**src/rtl/regfile_wb_sched_pkg.sv**
```systemverilog
// Shared widths, constants and helpers for the regfile write-back scheduler.
// Mirrors the RegAddrBus/RegBus/WriteEnable/ZeroWord definitions used across the core.
package regfile_wb_sched_pkg;

  localparam int REG_ADDR_BUS = 5;
  localparam int REG_BUS      = 32;
  localparam logic WRITE_ENABLE = 1'b1;
  localparam logic [REG_BUS-1:0] ZERO_WORD = '0;

  // Source currently owning the regfile write port.
  typedef enum logic [1:0] {
    WB_SRC_NONE,
    WB_SRC_EX,
    WB_SRC_LU
  } wb_src_e;

  // Width of a counter able to hold 0..max_val (PendCntBus / StarveCntBus).
  function automatic int cnt_width(input int max_val);
    return (max_val < 1) ? 1 : $clog2(max_val + 1);
  endfunction

endpackage

```
**src/rtl/reg_scoreboard.sv**
```systemverilog
// Busy bits for destinations of in-flight long-latency operations, the
// outstanding-operation count, and the issue hazard (stall) decision.
module reg_scoreboard
  import regfile_wb_sched_pkg::*;
#(
  parameter int NUM_REGS = 32,
  parameter int ADDR_W   = REG_ADDR_BUS,
  parameter int MAX_PEND = 4
) (
  input  logic              clk,
  input  logic              rst,
  input  logic              issue_valid,
  input  logic              issue_re1,
  input  logic [ADDR_W-1:0] issue_raddr1,
  input  logic              issue_re2,
  input  logic [ADDR_W-1:0] issue_raddr2,
  input  logic              issue_wreg,
  input  logic [ADDR_W-1:0] issue_waddr,
  input  logic              issue_long,
  input  logic              clr,
  input  logic [ADDR_W-1:0] clr_addr,
  output logic              stall
);

  localparam int PEND_CNT_BUS = cnt_width(MAX_PEND);
  localparam logic [PEND_CNT_BUS-1:0] PEND_FULL = PEND_CNT_BUS'(MAX_PEND);

  logic [NUM_REGS-1:0]     busy_reg;
  logic [NUM_REGS-1:0]     busy_next;
  logic [NUM_REGS-1:0]     eb;
  logic [PEND_CNT_BUS-1:0] pend_cnt_reg;
  logic [PEND_CNT_BUS-1:0] pend_cnt_next;
  logic                    set;
  logic                    hazard;

  generate
    for (genvar gi = 0; gi < NUM_REGS; gi++) begin : g_busy
      if (gi == 0) begin : g_zero
        assign eb[gi]        = 1'b0;
        assign busy_next[gi] = 1'b0;
      end else begin : g_reg
        // A register being written back this cycle is forwarded by the regfile.
        assign eb[gi] = busy_reg[gi] & ~(clr && (clr_addr == ADDR_W'(gi)));
        assign busy_next[gi] = (set && (issue_waddr == ADDR_W'(gi))) ? 1'b1 :
                               (clr && (clr_addr == ADDR_W'(gi)))    ? 1'b0 :
                               busy_reg[gi];
      end
    end
  endgenerate

  assign hazard = (issue_re1  & eb[issue_raddr1]) |
                  (issue_re2  & eb[issue_raddr2]) |
                  (issue_wreg & eb[issue_waddr])  |
                  (issue_long & (pend_cnt_reg == PEND_FULL));

  assign stall = ~rst & issue_valid & hazard;
  assign set   = issue_valid & issue_wreg & issue_long & ~stall & (issue_waddr != '0);

  always_comb begin
    pend_cnt_next = pend_cnt_reg;
    if (set && !clr) begin
      pend_cnt_next = pend_cnt_reg + 1'b1;
    end else if (clr && !set && (pend_cnt_reg != '0)) begin
      pend_cnt_next = pend_cnt_reg - 1'b1;
    end
  end

  always_ff @(posedge clk) begin
    if (rst) begin
      busy_reg     <= '0;
      pend_cnt_reg <= '0;
    end else begin
      busy_reg     <= busy_next;
      pend_cnt_reg <= pend_cnt_next;
    end
  end

endmodule

```
**src/rtl/regfile_wb_sched.sv**
```systemverilog
// Merges pipeline and long-latency write-backs onto the single regfile write
// port, holds the pipeline when a long result starves, and stalls issue on hazards.
module regfile_wb_sched
  import regfile_wb_sched_pkg::*;
#(
  parameter int NUM_REGS   = 32,
  parameter int ADDR_W     = REG_ADDR_BUS,
  parameter int DATA_W     = REG_BUS,
  parameter int MAX_PEND   = 4,
  parameter int STARVE_MAX = 8
) (
  input  logic              clk,
  input  logic              rst,
  input  logic              issue_valid,
  input  logic              issue_re1,
  input  logic [ADDR_W-1:0] issue_raddr1,
  input  logic              issue_re2,
  input  logic [ADDR_W-1:0] issue_raddr2,
  input  logic              issue_wreg,
  input  logic [ADDR_W-1:0] issue_waddr,
  input  logic              issue_long,
  output logic              stall_o,
  input  logic              ex_we,
  input  logic [ADDR_W-1:0] ex_waddr,
  input  logic [DATA_W-1:0] ex_wdata,
  output logic              wb_hold,
  input  logic              lu_valid,
  input  logic [ADDR_W-1:0] lu_waddr,
  input  logic [DATA_W-1:0] lu_wdata,
  output logic              lu_ready,
  output logic              rf_we,
  output logic [ADDR_W-1:0] rf_waddr,
  output logic [DATA_W-1:0] rf_wdata
);

  localparam int STARVE_CNT_BUS = cnt_width(STARVE_MAX);
  localparam logic [STARVE_CNT_BUS-1:0] STARVE_LAST = STARVE_CNT_BUS'(STARVE_MAX - 1);

  wb_src_e                   wb_src;
  logic                      lu_grant;
  logic                      lu_starved;
  logic [STARVE_CNT_BUS-1:0] starve_cnt_reg;
  logic [STARVE_CNT_BUS-1:0] starve_cnt_next;
  logic                      wb_hold_reg;
  logic                      wb_hold_next;

  // The pipeline has no backpressure, so it always wins the port.
  always_comb begin
    wb_src = WB_SRC_NONE;
    if (!rst) begin
      if (ex_we) begin
        wb_src = WB_SRC_EX;
      end else if (lu_valid) begin
        wb_src = WB_SRC_LU;
      end
    end
  end

  assign lu_ready = (wb_src == WB_SRC_LU);
  assign lu_grant = lu_ready;

  always_comb begin
    rf_we    = ~WRITE_ENABLE;
    rf_waddr = '0;
    rf_wdata = DATA_W'(ZERO_WORD);
    case (wb_src)
      WB_SRC_EX: begin
        rf_we    = WRITE_ENABLE;
        rf_waddr = ex_waddr;
        rf_wdata = ex_wdata;
      end
      WB_SRC_LU: begin
        rf_we    = WRITE_ENABLE;
        rf_waddr = lu_waddr;
        rf_wdata = lu_wdata;
      end
      default: ;
    endcase
  end

  assign lu_starved = lu_valid & ~lu_ready;

  // Count saturates at its last value; hold stays up until the long result is granted.
  always_comb begin
    starve_cnt_next = '0;
    wb_hold_next    = 1'b0;
    if (lu_starved) begin
      starve_cnt_next = (starve_cnt_reg == STARVE_LAST) ? starve_cnt_reg
                                                       : starve_cnt_reg + 1'b1;
      wb_hold_next    = wb_hold_reg | (starve_cnt_reg == STARVE_LAST);
    end
  end

  always_ff @(posedge clk) begin
    if (rst) begin
      starve_cnt_reg <= '0;
      wb_hold_reg    <= 1'b0;
    end else begin
      starve_cnt_reg <= starve_cnt_next;
      wb_hold_reg    <= wb_hold_next;
    end
  end

  assign wb_hold = wb_hold_reg;

  reg_scoreboard #(
    .NUM_REGS (NUM_REGS),
    .ADDR_W   (ADDR_W),
    .MAX_PEND (MAX_PEND)
  ) u_sb (
    .clk          (clk),
    .rst          (rst),
    .issue_valid  (issue_valid),
    .issue_re1    (issue_re1),
    .issue_raddr1 (issue_raddr1),
    .issue_re2    (issue_re2),
    .issue_raddr2 (issue_raddr2),
    .issue_wreg   (issue_wreg),
    .issue_waddr  (issue_waddr),
    .issue_long   (issue_long),
    .clr          (lu_grant),
    .clr_addr     (lu_waddr),
    .stall        (stall_o)
  );

endmodule
```
**config.mk**
```make
export PLATFORM = sky130hd
export DESIGN_NAME = regfile_wb_sched
export DESIGN_NICKNAME = d
export VERILOG_FILES = /design/src/rtl/regfile_wb_sched_pkg.sv /design/src/rtl/reg_scoreboard.sv /design/src/rtl/regfile_wb_sched.sv
export SDC_FILE = /design/constraint.sdc
export NUM_CORES = 1
export LEC_CHECK = 0
export ABC_CLOCK_PERIOD_IN_PS = 3650
export BUFFER_PORTS_ARGS = -buffer_cell sky130_fd_sc_hd__buf_2
export CAP_MARGIN = 20
export CORE_MARGIN = 2
export CORE_UTILIZATION = 44
export DETAILED_ROUTE_END_ITERATION = 8
export GPL_ROUTABILITY_DRIVEN = 0
export PLACE_DENSITY = 0.83
export SLEW_MARGIN = 5
export SYNTH_ARGS = -nofsm -noshare
export SYNTH_HDL_FRONTEND = slang
export SYNTH_SLANG_ARGS = --single-unit
```
**constraint.sdc**
```tcl
create_clock -name clk -period 3.65 [get_ports clk]
set_clock_uncertainty 0.15 [all_clocks]
set_input_delay 0.1825 -clock clk [delete_from_list [all_inputs] [get_ports clk]]
set_output_delay 0.1825 -clock clk [all_outputs]
set_load 0.02 [all_outputs]
```
==> results.py <==
metrics = {
    "run_status": {
        "outcome": "finished clean",
    },
    "sta": {
        "max-slew-margin-rel_pct": 58.08,
        "final_number_of_hold_violating_endpoints": 0,
        "timing.final.setup_violations": 0,
        "layout_min_cycle_time_ps": 3545,
        "max_freq_ghz": 0.2821,
        "timing.final.crit_share_pct": 97.11,
        "timing_max_transition_violations_final": 0,
        "fin_setup_tns_ps": 0,
        "grt_setup_unrepaired": "false",
        "worst_margin_slew_ps": 622.3,
    },
    "setup_path": {
        "worstPathCellList": "buf_2 -> buf_4 -> nand4b_1 -> o21ai_0 -> a22o_1 -> o221ai_1 -> o2111ai_1 -> o2111a_1 -> a41o_2 -> nand3_2 -> fa_2 -> or4_1 -> a22o_1 -> a21oi_1",
        "worst-endpoint-arrival_ps": 3630,
        "timing.critical_path.from": "rst",
        "endpoint_kind": "register",
        "timing.critical_path.slowest_stage_cell": "sky130_fd_sc_hd__o21ai_0",
        "crit_required_ps": 3740,
        "r2r_slack_ps": 380,
        "cp_common_cell": "sky130_fd_sc_hd__a22o_1",
        "regToRegEndpoint": "u_sb.pend_cnt_reg[1]",
        "timing_worst_setup_path_type": "in -> reg",
        "worst_r2r_startpoint": "u_sb.busy_reg[16]",
        "reg2reg_depth": 13,
        "critical_path_peak_fanout": 13,
        "critical-path-max-stage-delay_ps": 610,
        "timing.critical_path.from_type": "input pin",
    },
    "synthesis": {
        "asyncSetResetFlopFracSynth_pct": 0,
        "number_of_distinct_library_cells_after_synthesis": 59,
        "edff_count_synth": 0,
        "syn-mean-instance-area_um2": 7.698,
        "post_synth_inst_count": 427,
        "syn-num-nets": 527,
        "synth.yosys.seq_area_share_pct": 23.75,
        "number_of_warnings_issued_by_yosys": 0,
        "flip_flop_cell_with_the_highest_count_after_synthesis": "sky130_fd_sc_hd__dfxtp_1",
        "synthesized_cell_area_mm2": 0.003287,
        "ys_seq_elements": 39,
    },
    "run": {
        "drv.max_cap_violation_count": 0,
    },
    "layout": {
        "finalNonFillerCells": 689,
        "fin_nets": 689,
        "areaGrowthSynthToFinish_pct": 36.28,
        "layout_common_cells": "sky130_fd_sc_hd__buf_2 (138), sky130_fd_sc_hd__buf_4 (57), sky130_fd_sc_hd__nor2_1 (44), sky130_fd_sc_hd__a22o_1 (41), sky130_fd_sc_hd__dfxtp_1 (39)",
        "final.fill_count": 649,
        "fraction_of_layout_cells_with_a_size_suffix_above_1_pct": 38.47,
        "insertedDiodeCount": 0,
        "final_cell_area_mm2": 0.004479,
        "layout.cells.most_common": "sky130_fd_sc_hd__buf_2",
        "largest_reg_flops": 31,
        "post-route-util_pct": 61.76,
    },
    "die": {
        "floorplan.die_area_mm2": 0.008178,
        "rows": 31,
        "die_w_um": 90.43,
        "io_pins": 139,
        "core_area_mm2": 0.007253,
        "fp.dieH_um": 90.43,
        "floorplan.initialDensity_pct": 45.32,
    },
    "detailed_routing": {
        "number_of_antenna_violating_nets_in_the_routed_design": 0,
        "drc": 0,
        "avgRoutedWirePerCell_um": 18.66,
        "num_vias": 4379,
        "via_per_inst": 6.356,
        "routed_wirelength_um": 12850,
        "first_iter_violations": 368,
        "drtPass1Iterations": 5,
    },
    "clock_network": {
        "root_buffer": "sky130_fd_sc_hd__clkbuf_8",
        "cts_inserted_buffers": 5,
        "cts.sink_count": 39,
        "cts.reportedPaths.clkPinSlew_ps": 90,
        "worst_skew_pair.late_latency_ps": 300,
        "max-clock-path-buffers": 2,
        "cts_tree": "yes",
        "htreeDepth": 2,
        "cts_hold_buf": 0,
        "post-cts-setup-buffer-count": 0,
    },
    "power": {
        "ir_worst_vdd_mv": 0.1390,
        "total_leakage_power_nw": 1.889,
        "total_power_mw": 1.111,
        "power_density_mw_per_mm2": 248.1,
    },
    "worst_hold_path": {
        "worst_hold_path.endpoint": "u_sb.busy_reg[17]",
        "worst_hold_startpoint": "rst",
        "worst_hold_path.num_cells": 3,
        "holdCritPathClass": "in -> reg",
    },
    "global_routing": {
        "number_of_global_route_vias_before_repair": 4163,
        "number_of_antenna_violations_at_the_first_check_in_global_routing": 0,
        "grt_start_max_net_pins": 41,
        "first_pass_grt_wire_length_um": 20360,
        "grt_overflow_total": 0,
        "globalRouteTotalUtil_pct": 30.46,
    },
    "placement": {
        "dp_cells": 681,
        "postPlaceCellArea_mm2": 0.004387,
        "port_buffers": 138,
        "hpwl_after_dpl_um": 9796,
    },
}
-- metrics by stage --
stage,setup slack (ps),hold WS [ps]
finish,105.3,149.5
global route,15.04,169.3
CTS,138.3,144.5
detailed placement,-168.4,308.2
global placement,-53.23,298.4
floorplan,-29.87,238.0
-- report_power, final --
group          internal [mW]  switching (mW)  leakage (nW)
combinational          0.148           0.209          1.53
clock                  0.137           0.176        0.0408
sequential             0.431         0.00926         0.315
-- metal layers --
layer	track usage [%]	vias up	wire, um	part of all wire [%]
met4	13.59	0	494	3.8
met2	49.19	319	5946	46
met5	0	-	0	0
met1	38.37	2021	4861	38
met3	7.679	52	1552	12
li1	-	1987	-	-
-- layout make-up --
| cell class | instances | area [um2] | share of cell area, % |
|---|---|---|---|
| Clock buffer | 5 | 68.82 | 1.536 |
| Clock inverter | 3 | 23.77 | 0.5307 |
| Inverter | 8 | 30.03 | 0.6704 |
| Multi-Input combinational cell | 340 | 2333 | 52.09 |
| Sequential cell | 39 | 780.7 | 17.43 |
| Tap cell | 99 | 123.9 | 2.765 |
| Timing Repair Buffer | 195 | 1119 | 24.97 |
-- what timing repair did --
item,CTS,global route
gates resized for setup,0,4
setup endpoints to repair,0,1
hold endpoints to repair,0,0
-- Yosys cell counts (all sizes together), types with 7 or more instances --
master  count  share of area [%]
buf        15                2.4
o21ai      34                5.5
nand4      32                6.1
nor2b       7                1.3
clkbuf     25                2.9
mux2i      12                3.7
nand3       9                1.4
a22o       41                 11
nand2      19                2.2
dfxtp      39                 24
a22oi       7                1.6
nor2       44                5.0
a21oi      37                5.6
nand2b     10                1.9
-- kinds of logic (layout without fill, tap and decap cells) --
kind of cell | after synthesis | in the layout | share of synthesized area, %
XOR/XNOR | 5 | 5 | 1.332
buffers and inverters | 48 | 211 | 6.129
AO/OA/AOI/OAI | 156 | 156 | 32.97
multiplexers | 21 | 21 | 8.451
flip-flops | 39 | 39 | 23.75
AND/OR/NAND/NOR | 156 | 156 | 26.38
adder cells (fa/ha/maj) | 2 | 2 | 0.9897
-- worst max path at each step --
| stage | endpoint | depth (start not counted) |
|---|---|---|
| 4_1_cts | u_sb.pend_cnt_reg[2] | 14 |
| 6_report | u_sb.pend_cnt_reg[2] | 14 |
| 3_3_place_gp | u_sb.pend_cnt_reg[2] | 13 |
| 2_1_floorplan | u_sb.pend_cnt_reg[2] | 14 |
| 3_5_place_dp | u_sb.pend_cnt_reg[2] | 14 |
| 5_1_grt | u_sb.pend_cnt_reg[2] | 16 |
-- worst max-delay path, delay by kind of cell --
family | cells | cell delay [ps]
adders and majority gates | 1 | 340
and+or+nand+nor | 3 | 890
AOI/OAI and AO/OA | 8 | 1910
buffers and inverters | 2 | 310
Power figures use the tool's default switching activity.
